`src/rtl/gate_seq_pkg.sv`:
```
// Shared types and helpers for the gate vector sequencer.
package gate_seq_pkg;

  // Sequencer control states.
  typedef enum logic [1:0] {
    IDLE  = 2'd0,
    DRIVE = 2'd1,
    DONE  = 2'd2
  } state_e;

  // A 2-input gate has four truth-table rows.
  localparam int NUM_VECTORS = 4;

  // Index of the last truth-table row; reaching it ends the run.
  localparam logic [1:0] LAST_VEC = 2'(NUM_VECTORS - 1);

  // Expected gate output for truth-table row idx ({a,b} == idx).
  function automatic logic expected_y(input logic [3:0] mask, input logic [1:0] idx);
    return mask[idx];
  endfunction

endpackage

```
`src/rtl/gate_seq_hold_timer.sv`:
```
// Hold-window timer: counts cycles while enabled, wraps after the last cycle
// of the window and flags that last cycle combinationally from its count.
module gate_seq_hold_timer #(
  parameter int HOLD_CYCLES = 10,
  parameter int CW          = (HOLD_CYCLES > 1) ? $clog2(HOLD_CYCLES) : 1
) (
  input  logic clk,
  input  logic rst_n,
  input  logic clr,
  input  logic en,
  output logic last
);

  logic [CW-1:0] hold_cnt_q;
  logic [CW-1:0] hold_cnt_d;
  logic          last_s;

  assign last_s = (hold_cnt_q == CW'(HOLD_CYCLES - 1));
  assign last   = last_s;

  // Next count: clear dominates, otherwise count and wrap at the window end.
  always_comb begin
    hold_cnt_d = hold_cnt_q;
    if (clr) begin
      hold_cnt_d = '0;
    end else if (en) begin
      if (last_s) begin
        hold_cnt_d = '0;
      end else begin
        hold_cnt_d = hold_cnt_q + CW'(1);
      end
    end else begin
      hold_cnt_d = hold_cnt_q;
    end
  end

  // Count register with synchronous active-low reset.
  always_ff @(posedge clk) begin
    if (!rst_n) begin
      hold_cnt_q <= '0;
    end else begin
      hold_cnt_q <= hold_cnt_d;
    end
  end

endmodule

```
`src/rtl/gate_vector_sequencer.sv`:
```
// Truth-table stimulus and checker for a 2-input combinational gate.
// Drives {a,b} through 00,01,10,11, holds each row HOLD_CYCLES cycles,
// samples y on the last cycle of each hold and counts mismatches.
// Optional macro GATE_SEQ_FIRST_FAIL_EN adds first-mismatch capture outputs
// (fail_valid, fail_vec, fail_y).
module gate_vector_sequencer
  import gate_seq_pkg::*;
#(
  parameter int         HOLD_CYCLES = 10,
  parameter logic [3:0] TRUTH_MASK  = 4'b1000,
  parameter int         ERR_W       = 4
) (
  input  logic             clk,
  input  logic             rst_n,
  input  logic             start,
  output logic             a,
  output logic             b,
  input  logic             y,
  output logic             busy,
  output logic             done,
  output logic             pass,
  output logic [ERR_W-1:0] err_count,
  output logic [1:0]       vec_idx
`ifdef GATE_SEQ_FIRST_FAIL_EN
  ,
  output logic             fail_valid,
  output logic [1:0]       fail_vec,
  output logic             fail_y
`endif
);

  localparam logic [ERR_W-1:0] ERR_MAX = {ERR_W{1'b1}};

  state_e           state_q, state_d;
  logic [1:0]       vec_idx_q, vec_idx_d;
  logic             a_q, a_d;
  logic             b_q, b_d;
  logic             busy_q, busy_d;
  logic             done_q, done_d;
  logic             pass_q, pass_d;
  logic [ERR_W-1:0] err_q, err_d;

  logic             last_s;
  logic             start_accept_s;
  logic             mismatch_s;
  logic [1:0]       next_idx_s;

  // Start is honoured only when no run is in flight.
  assign start_accept_s = start && ((state_q == IDLE) || (state_q == DONE));
  assign next_idx_s     = vec_idx_q + 2'd1;

  // The hold counter only runs while driving; any other state keeps it at 0
  // so the first window after a start is a full HOLD_CYCLES long.
  gate_seq_hold_timer #(
    .HOLD_CYCLES(HOLD_CYCLES)
  ) u_hold_timer (
    .clk  (clk),
    .rst_n(rst_n),
    .clr  (state_q != DRIVE),
    .en   (state_q == DRIVE),
    .last (last_s)
  );

  // Next-state and next-output logic for the run sequencer.
  always_comb begin
    state_d    = state_q;
    vec_idx_d  = vec_idx_q;
    a_d        = a_q;
    b_d        = b_q;
    busy_d     = busy_q;
    done_d     = done_q;
    pass_d     = pass_q;
    err_d      = err_q;
    mismatch_s = 1'b0;
    case (state_q)
      IDLE, DONE: begin
        if (start_accept_s) begin
          state_d   = DRIVE;
          vec_idx_d = 2'd0;
          a_d       = 1'b0;
          b_d       = 1'b0;
          busy_d    = 1'b1;
          done_d    = 1'b0;
          pass_d    = 1'b0;
          err_d     = '0;
        end else begin
          state_d = state_q;
        end
      end
      DRIVE: begin
        if (last_s) begin
          // y has had the whole window to settle; sample it now.
          mismatch_s = (y != expected_y(TRUTH_MASK, vec_idx_q));
          if (mismatch_s && (err_q != ERR_MAX)) begin
            err_d = err_q + ERR_W'(1);
          end else begin
            err_d = err_q;
          end
          if (vec_idx_q != LAST_VEC) begin
            vec_idx_d = next_idx_s;
            a_d       = next_idx_s[1];
            b_d       = next_idx_s[0];
          end else begin
            state_d   = DONE;
            vec_idx_d = 2'd0;
            a_d       = 1'b0;
            b_d       = 1'b0;
            busy_d    = 1'b0;
            done_d    = 1'b1;
            pass_d    = (err_d == '0);
          end
        end else begin
          state_d = DRIVE;
        end
      end
      default: begin
        state_d   = IDLE;
        vec_idx_d = 2'd0;
        a_d       = 1'b0;
        b_d       = 1'b0;
        busy_d    = 1'b0;
        done_d    = 1'b0;
        pass_d    = 1'b0;
        err_d     = '0;
      end
    endcase
  end

  // Sequencer state and registered outputs; reset abandons any run.
  always_ff @(posedge clk) begin
    if (!rst_n) begin
      state_q   <= IDLE;
      vec_idx_q <= 2'd0;
      a_q       <= 1'b0;
      b_q       <= 1'b0;
      busy_q    <= 1'b0;
      done_q    <= 1'b0;
      pass_q    <= 1'b0;
      err_q     <= '0;
    end else begin
      state_q   <= state_d;
      vec_idx_q <= vec_idx_d;
      a_q       <= a_d;
      b_q       <= b_d;
      busy_q    <= busy_d;
      done_q    <= done_d;
      pass_q    <= pass_d;
      err_q     <= err_d;
    end
  end

  assign a         = a_q;
  assign b         = b_q;
  assign busy      = busy_q;
  assign done      = done_q;
  assign pass      = pass_q;
  assign err_count = err_q;
  assign vec_idx   = vec_idx_q;

`ifdef GATE_SEQ_FIRST_FAIL_EN
  logic       fail_valid_q, fail_valid_d;
  logic [1:0] fail_vec_q, fail_vec_d;
  logic       fail_y_q, fail_y_d;

  // Capture the first mismatch of a run; a new start wipes the record.
  always_comb begin
    fail_valid_d = fail_valid_q;
    fail_vec_d   = fail_vec_q;
    fail_y_d     = fail_y_q;
    if (start_accept_s) begin
      fail_valid_d = 1'b0;
      fail_vec_d   = 2'd0;
      fail_y_d     = 1'b0;
    end else if (mismatch_s && !fail_valid_q) begin
      fail_valid_d = 1'b1;
      fail_vec_d   = vec_idx_q;
      fail_y_d     = y;
    end else begin
      fail_valid_d = fail_valid_q;
    end
  end

  // First-fail record registers.
  always_ff @(posedge clk) begin
    if (!rst_n) begin
      fail_valid_q <= 1'b0;
      fail_vec_q   <= 2'd0;
      fail_y_q     <= 1'b0;
    end else begin
      fail_valid_q <= fail_valid_d;
      fail_vec_q   <= fail_vec_d;
      fail_y_q     <= fail_y_d;
    end
  end

  assign fail_valid = fail_valid_q;
  assign fail_vec   = fail_vec_q;
  assign fail_y     = fail_y_q;
`endif

endmodule

```
`config.mk`:
```
export PLATFORM = sky130hd
export DESIGN_NAME = gate_vector_sequencer
export DESIGN_NICKNAME = d
export VERILOG_FILES = /design/src/rtl/gate_seq_pkg.sv /design/src/rtl/gate_seq_hold_timer.sv /design/src/rtl/gate_vector_sequencer.sv
export SDC_FILE = /design/constraint.sdc
export NUM_CORES = 1
export LEC_CHECK = 0
export ABC_CLOCK_PERIOD_IN_PS = 1770
export BUFFER_PORTS_ARGS = -buffer_cell sky130_fd_sc_hd__buf_2
export CAP_MARGIN = 20
export CORE_MARGIN = 2
export CORE_UTILIZATION = 53
export DETAILED_ROUTE_END_ITERATION = 8
export GPL_TIMING_DRIVEN = 0
export PLACE_DENSITY = 0.84
export SETUP_SLACK_MARGIN = 0.2
export SYNTH_ARGS = -nofsm -noshare
export SYNTH_HDL_FRONTEND = slang
export SYNTH_SLANG_ARGS = --single-unit
export TNS_END_PERCENT = 5
```
`constraint.sdc`:
```
create_clock -name clk -period 1.77 [get_ports clk]
set_input_delay 0.354 -clock clk [delete_from_list [all_inputs] [get_ports clk]]
set_output_delay 0.354 -clock clk [all_outputs]
set_load 0.03 [all_outputs]
```
---- Word level (Yosys, flattened, before mapping) ----
Index checks and enable logic that the tools add are counted.
cells by class
  add/sub/neg operators ................... 3
  div/mod/pow operators ................... 0
  bitwise operators ....................... 1
  reduce and logical (&&, ||, !) cells .... 10
  multiply operators ...................... 0
  shift-type cells ........................ 0
  equal/unequal tests ..................... 11
  multiplexer cells ....................... 34
  $lt $le $gt $ge ......................... 1
operators by type and width
  kind                                                                           count
  4-bit two-way mux                                                              6
  1-bit two-way mux                                                              13
  2-bit two-way mux                                                              6
  1-bit one-hot mux with 2 select lines                                          5
  4-bit by 1-bit adder with 4-bit output (second input constant)                 2
  2-bit != test (second input constant)                                          4
  2-bit one-hot mux with 2 select lines                                          2
  4-bit one-hot mux with 2 select lines                                          1
  4-bit equality test (second input constant)                                    1
  4-bit zero test                                                                1
  4-bit != test (second input constant)                                          1
  2-bit AND reduction                                                            2
  2-bit OR reduction                                                             2
  2-bit by 3-bit less-than comparator with 1-bit output (second input constant)  1
  3-bit != test (second input constant)                                          1
  3-bit AND reduction                                                            1
  2-bit by 1-bit adder with 2-bit output (second input constant)                 1
  1-bit binary-select mux with 2-bit select                                      1
  2-bit by 1-bit equality test with 1-bit output (second input constant)         1
  2-bit equality test (second input constant)                                    1
  1-bit logical AND                                                              2
  2-bit zero test                                                                1
  2-bit by 1-bit != test with 1-bit output (second input constant)               1
  1-bit logical OR                                                               1
  2 further kinds                                                                2
word-level totals
  latch bits .............................. 0
  memory bits (writable) .................. 0
  memories ................................ 0
  word-level logic and storage cells ...... 69
  register bits after elaboration ......... 17
  memory bits (read-only) ................. 0
  bits of input ports ..................... 4
  output and inout port bits .............. 11

---- Longest topological paths before layout ----
Gate-level depths: netlist (run 1).
  word-level depth ........................ 11
  mapped depth ............................ 5
  depth with buffers taken out ............ 5

---- Hierarchy ----
Synthesis (run 1) repeated with hierarchy kept, for this count alone.
second synthesis, totals
  cells, all modules ...................... 88
  area, all modules ....................... 769.5 µm²
by module, submodules not included
  module                 seq. area each (µm²)  cells an instance  area an instance (µm²)  times used
  gate_vector_sequencer  220.2                 67                 579.3                   1
  gate_seq_hold_timer    80.1                  21                 190.2                   1

---- Worst setup path after synthesis (run 1) ----
OpenSTA, ideal clock, no wires.
  path type ............................... register -> register
  from .................................... reg b (netlist name)
  to ...................................... reg err_q[1], in the netlist err_count[1]
  path slack .............................. -0.021 ns
  arrival time ............................ 1.669 ns
  data required time ...................... 1.648 ns
  path buffers ............................ 0
  setup time .............................. 0.122 ns
  period minus slack after synthesis ...... 1.791 ns
  cell stages (with the launch flop) ...... 6
  path through ............................ dfxtp_1 > ha_1 > xor2_2 > nand2_1 > and3_1 > a221o_1
RTL lines
  element                 RTL line                      RTL
  end signal: assignment  gate_vector_sequencer.sv:148  err_q <= err_d;
  end: declaration        gate_vector_sequencer.sv:41   logic [ERR_W-1:0] err_q, err_d;

==> impl_results.md, run 1 <==
* Synth warnings at 0
* Placed Area at 925.9 µm²
* Met1 Resource Use GR at 0.2280
* Residual DRC at 0
* Setup TNS at 0 ns
* CP endpoint: err_count[1]
* Vias in the first global route at 617
* Cell count after placement at 122
* CP Launch Point: b
* Critical R2R Launch: b
* Gr usage total at 0.1766
* Rel. slew slack at 0.7935
* Routed wire length at 1596 µm
* Tightest Pin Transition at 0.3098 ns
* Clock Latency Late Sink at about 0.27 ns
* Final Critical Period at roughly 1.5 ns
* Commonest non-fill, non-tap cells in the layout: buf_2 (13), dfxtp_1 (11), nor2_1 (10), nand2_1 (5)
* Clock skew at approximately 0.0019 ns
* Post-synth cell types at 38
* Pin count of the biggest net entering global routing at 10
* Max Clk Rate at 653.2 MHz
* CTS Buffer Depth at 2
* CP endpoint kind: flop
* Startpoint Class: flop
* Ratio of cells with drive above 1 in the final layout at 0.2793
* R2R cell count at 5
* Port Buf Inserts at 13
* Pins Over Slew Limit at 0
* Top Ports at 15
* Vias at 708
* Core area at 1489 µm²
* Cells after Synth at 93
* Layout Nets at approximately 120
* Routed Antenna Nets at 0
* CTS Hold Buffers Added at 0
* CTS tree: built
* Pre-CTS setup slack at 0.1652 ns
* RSZ-0062 raised after global routing: yes
* Final Cell Area at 965.9 µm²
* Worst VDD drop at 584.6 µV
* Post-synth EDFFs at 0
* Clk pin slew, worst setup/hold paths at ~0.09 ns
* Setup WS post-layout at 0.2391 ns
* CP max FO at 6
* Reg2reg end: err_count[1]
* Post-synthesis net count at 99
* DPL Wire Length at 1168 µm
* Initial core utilization at 0.5546
* Gp weighted congestion at roughly 0.74
* Hold Fails Final Rpt at 0
* First-pass GRT wire length at 2580 µm
* H-tree depth at 1
* Reg2Reg Setup Slack at about 0.24 ns
* Initial DRC count at 4
* Pre-Repair DR Iteration Count at 6
* Die Height at about 43 µm
* Vias/cell at 5.575
* Std cell rows at 14
* Post-Syn Area per Cell at 8.879 µm²
* Asr flop ratio synth at 0
* Area delta synth->final at 16.97%
* Commonest non-fill, non-tap cell in the layout: buf_2
* Critical Setup Path Class: flop to flop
* Final Non-Filler Cells at about 130
* Register bit total from synthesis at 15
* Met2 GRT Util at 0.2955
* Antenna violations before repair at 0
* Root Buffer: clkbuf_4
* Clock sink count at 15
* Global route total overflow at 0
* Final setup violation count at 0
* CP Data Arrival Time at 1.69 ns
* PD cells at around 610 nW/µm²
* Die Wd at 43.47 µm
* Full die area at about 1900 µm²
* WL per Instance at about 13 µm
* Static leakage at 0.4269 nW
* Seq/Total Area, Yosys at 0.3636
* Primary FF master, synth: dfxtp_1
* GRT Max-Usage Layer: met2
* Inserted Clock Buffers at 3
* Period utilization at 0.8649
* Max cap viols at 0
* Status: complete, no violations
* CP required at between 1.5 and 2 ns
* Hold Crit Class: input port to flop
* # diodes at 0
* Post-Synthesis Cell Area at approximately 830 µm²
* Met3 usage at 0.03750
[sequential cells by signal, indices dropped and copies added (netlist names)]
signal                   flops
u_hold_timer.hold_cnt_q      4
busy                         1
err_count                    4
state_q                      2
done                         1
a                            1
b                            1
pass                         1
[worst min path at each step]
stage,startpoint,to,slack [ns],depth (start not counted)
after floorplan,u_hold_timer.hold_cnt_q[0],u_hold_timer.hold_cnt_q[0],0.45,1
after global placement,u_hold_timer.hold_cnt_q[0],u_hold_timer.hold_cnt_q[0],0.47,1
after detailed placement,u_hold_timer.hold_cnt_q[0],u_hold_timer.hold_cnt_q[0],0.50,1
after CTS,rst_n,state_q[0],0.43,2
after global routing,rst_n,state_q[0],0.46,2
final,rst_n,state_q[0],0.43,2
[cells by family (layout without fill, tap and decap cells)]
family / after synthesis / after routing / share of synthesized area
compound gates: 24 / 24 / 0.2076
xor+xnor: 2 / 2 / 0.03031
fa+ha+maj: 2 / 2 / 0.03030
buf+inv: 9 / 27 / 0.05908
flops: 15 / 15 / 0.3636
mux: 5 / 5 / 0.06666
simple gates: 36 / 36 / 0.2424
[final cells by class]
type	count	area (µm²)
inverters	4	15.01
fillers	136	523.0
well taps	16	20.02
multi-input cells	69	491.7
flip-flops and latches	15	305.3
repair buffers	14	72.57
clock buffers	4	26.28
plain buffers	5	35.03
[Yosys cell counts, types with 2 or more instances]
cell,count,area (µm²)
buf_4,2,15.01
nor2b_1,3,18.77
mux2i_1,4,40.04
nand3b_1,2,15.01
a31oi_1,2,12.51
o32ai_1,2,17.52
dfxtp_1,15,300.3
nand2_1,6,22.52
inv_1,4,15.01
nor2_1,10,37.54
ha_1,2,25.02
clkbuf_1,2,7.510
nand2b_1,3,18.77
a21oi_1,4,20.02
o21ai_0,4,20.02
and2_1,3,18.77
and3_1,2,12.51
o21a_1,3,22.52
[per-stage QoR]
step,utilization,hold WS [ns],total power [mW]
3_5_place_dp,0.6218,0.4954,0.4048
2_1_floorplan,-,0.4532,0.3903
3_3_place_gp,0.6218,0.4735,0.4030
6_report,0.6487,0.4295,0.5908
5_1_grt,0.6487,0.4587,0.6238
4_1_cts,0.6403,0.4312,0.5904
[critical path: stages, from the launching register on]
cell and delay [ns]:
dfxtp_2 0.40, ha_4 0.21, xor2_2 0.24, nand2_2 0.13, and3_1 0.19, a221o_1 0.26
[per-layer routing]
layer | routed length, µm | up-vias
met5 | 0 | -
met4 | 10 | 0
met3 | 48 | 2
met2 | 804 | 15
met1 | 732 | 327
li1 | - | 364
[timing repair]
| item | 4_1_cts | 5_1_grt |
|---|---|---|
| cloned | 0 | 0 |
| pin swaps | 0 | 1 |
| setup buffers | 0 | 1 |
| endpoints found under the setup margin | 1 | 3 |
| endpoints found under the hold margin | 0 | 0 |
| gates resized for setup | 1 | 3 |
[report_power, final]
part / total (mW) / switching, mW / internal, mW
Clock: 0.190 / 0.103 / 0.0871
Combinational: 0.0536 / 0.0337 / 0.0199
Sequential: 0.348 / 0.00416 / 0.343
Power figures use the tool's default switching activity.
==> inputs of run 2 (changes only) <==
--- a/config.mk
+++ b/config.mk
@@ -8,7 +8,7 @@
 export ABC_CLOCK_PERIOD_IN_PS = 1770
 export BUFFER_PORTS_ARGS = -buffer_cell sky130_fd_sc_hd__buf_2
 export CAP_MARGIN = 20
-export CORE_MARGIN = 2
+export CORE_MARGIN = 4
 export CORE_UTILIZATION = 53
 export DETAILED_ROUTE_END_ITERATION = 8
 export GPL_TIMING_DRIVEN = 0
==> run 2 against run 1 <==
Effect of this change:
- via count is 1.1% lower
- count of clock-buffer cells in the layout decreased by 1
- design area fell by 0.26%
- first-iteration DRC count increased to 3.5 times the previous value
- critical path depth is the same
- critical path type unchanged
- critical endpoint unchanged
- largest cell class unchanged
- largest power group unchanged
==> impl_results.md, run 2 (synthesis results as in run 1) <==
* Largest delay share family, worst path: compound AO/OA/AOI/OAI gates
* Clock sink count at 15
* CP bufs+invs at 1
* Routed wire length at 1585 µm
* Die Height at 47.47 µm
* Std cell rows at 13
* Top Ports at 15
* Startpoint Class: flop
* Period utilization at 0.8601
* Setup WS post-layout at 0.2476 ns
* Commonest non-fill, non-tap cells in the layout: dfxtp_1 (13), buf_2 (13), nor2_1 (10), nand2_1 (6)
* CTS tree: built
* Final Non-Filler Cells at about 130
* Core area at 1383 µm²
* Setup TNS at 0 ns
* Hold Crit Class: input port to flop
* # diodes at 0
* Static leakage at 0.4279 nW
* Root Buffer: clkbuf_4
* Vias at 700
* Max cap viols at 0
* Ratio of cells with drive above 1 in the final layout at 0.2703
* H-tree depth at 1
* Die Wd at between 40 and 50 µm
* Pin count of the biggest net entering global routing at 10
* CP required at 1.95 ns
* Final Critical Period at 1.522 ns
* Clock skew at 0.001098 ns
* Port Buf Inserts at 13
* DPL Wire Length at about 1200 µm
* CTS Buffer Depth at 2
* Vias/cell at 5.556
* Hold Fails Final Rpt at 0
* CP endpoint kind: flop
* CP max stage cell: dfxtp_1
* Initial DRC count at 14
* Full die area at 2253 µm²
* Tightest Pin Transition at approximately 0.33 ns
* WL per Instance at between 10 and 15 µm
* Global route total overflow at 0
* Max Clk Rate at 656.9 MHz
* Pins Over Slew Limit at 0
* Routed Antenna Nets at 0
* Area delta synth->final at 16.67%
* Status: complete, no violations
* Clk pin slew, worst setup/hold paths at 0.10 ns
* CP Data Arrival Time at roughly 1.7 ns
* Inserted Clock Buffers at 3
* Gr usage total at 0.1559
* Rel. slew slack at 0.7819
* PD cells at 623.0 nW/µm²
* Residual DRC at 0
* Final setup violation count at 0
* Critical Setup Path Class: flop to flop
* CP max FO at 7
* Worst VDD drop at 570.9 µV
* Layout Nets at 118
* Antenna violations before repair at 0
* Pre-CTS setup slack at roughly 0.16 ns
* Clock Latency Late Sink at about 0.28 ns
* Cell count after placement at 121
* RSZ-0062 raised after global routing: yes
* First-pass GRT wire length at 2532 µm
* Slowest stage delay, CP at 0.42 ns
* Filler instances at between 100 and 150
* Gp weighted congestion at 0.8134
* Initial core utilization at 0.5973
* Worst path cell trace: and4bb_1 > buf_6 > nor2_1 > o21a_1 > a221o_1
* Pre-Repair DR Iteration Count at 4
* Vias in the first global route at around 610
-- run 2: cell types whose count changed in the layout (fill, tap and decap cells not counted) --
cell,before,now
clkinv_2,0,1
nand2_2,1,0
dfxtp_1,11,13
clkbuf_1,2,1
dfxtp_2,4,2
nand2_1,5,6
nor2b_2,0,1
nor2b_1,3,2
-- run 2: where the power goes --
part	total, mW	leakage (nW)	switching (mW)	internal, mW
clock	0.201	0.0177	0.117	0.0837
sequential	0.347	0.123	0.00412	0.343
combinational	0.0521	0.288	0.0331	0.0191
-- run 2: path summary, 6_finish.rpt --
kind                                     end  depth (start not counted)                        from  slack (ns)
worst max-delay path            err_count[1]                          5  u_hold_timer.hold_cnt_q[0]        0.25
worst min register to register          busy                          2                        busy        0.51
worst min-delay path              state_q[1]                          2                       rst_n        0.43
worst max register to register  err_count[1]                          5  u_hold_timer.hold_cnt_q[0]        0.25
-- run 2: worst reg2reg max path, stage by stage, from the launching register on --
cell      delay (ns)
dfxtp_1         0.42
and4bb_1        0.23
buf_6           0.14
nor2_1          0.05
o21a_1          0.23
a221o_1         0.35
-- run 2: stage by stage --
stage	hold WS [ns]	util	cell area, µm²	total power [mW]
after floorplan	0.4532	-	840.8	0.3903
after global placement	0.4707	0.6688	924.6	0.4039
after detailed placement	0.4912	0.6688	924.6	0.4049
after CTS	0.4192	0.6905	954.7	0.6008
after global routing	0.4450	0.6968	963.4	0.6269
final	0.4267	0.6968	963.4	0.6002
-- run 2: what timing repair did --
item                                    4_1_cts  5_1_grt
hold buffers                                  0        0
gates resized for setup                       1        2
endpoints found under the setup margin        5        5
endpoints found under the hold margin         0        0
cloned                                        0        0
buffers inserted                              0        1
-- run 2: layout make-up --
cell class	instances	area (µm²)	share of cell area
inverters	4	15.01	0.01558
multi-input cells	69	491.7	0.5104
well taps	15	18.77	0.01948
repair buffers	14	72.57	0.07532
clock buffers	3	22.52	0.02338
clock inverters	1	5.005	0.005195
plain buffers	5	35.03	0.03636
flip-flops and latches	15	302.8	0.3143
-- run 2: metal layers --
metal  GRT usage  up-vias  wire length (µm)
met5           0        -                 0
met4     0.04972        0                14
met3     0.02256        2                64
met2      0.2754       12               734
met1      0.1931      321               772
li1            -      365                 -
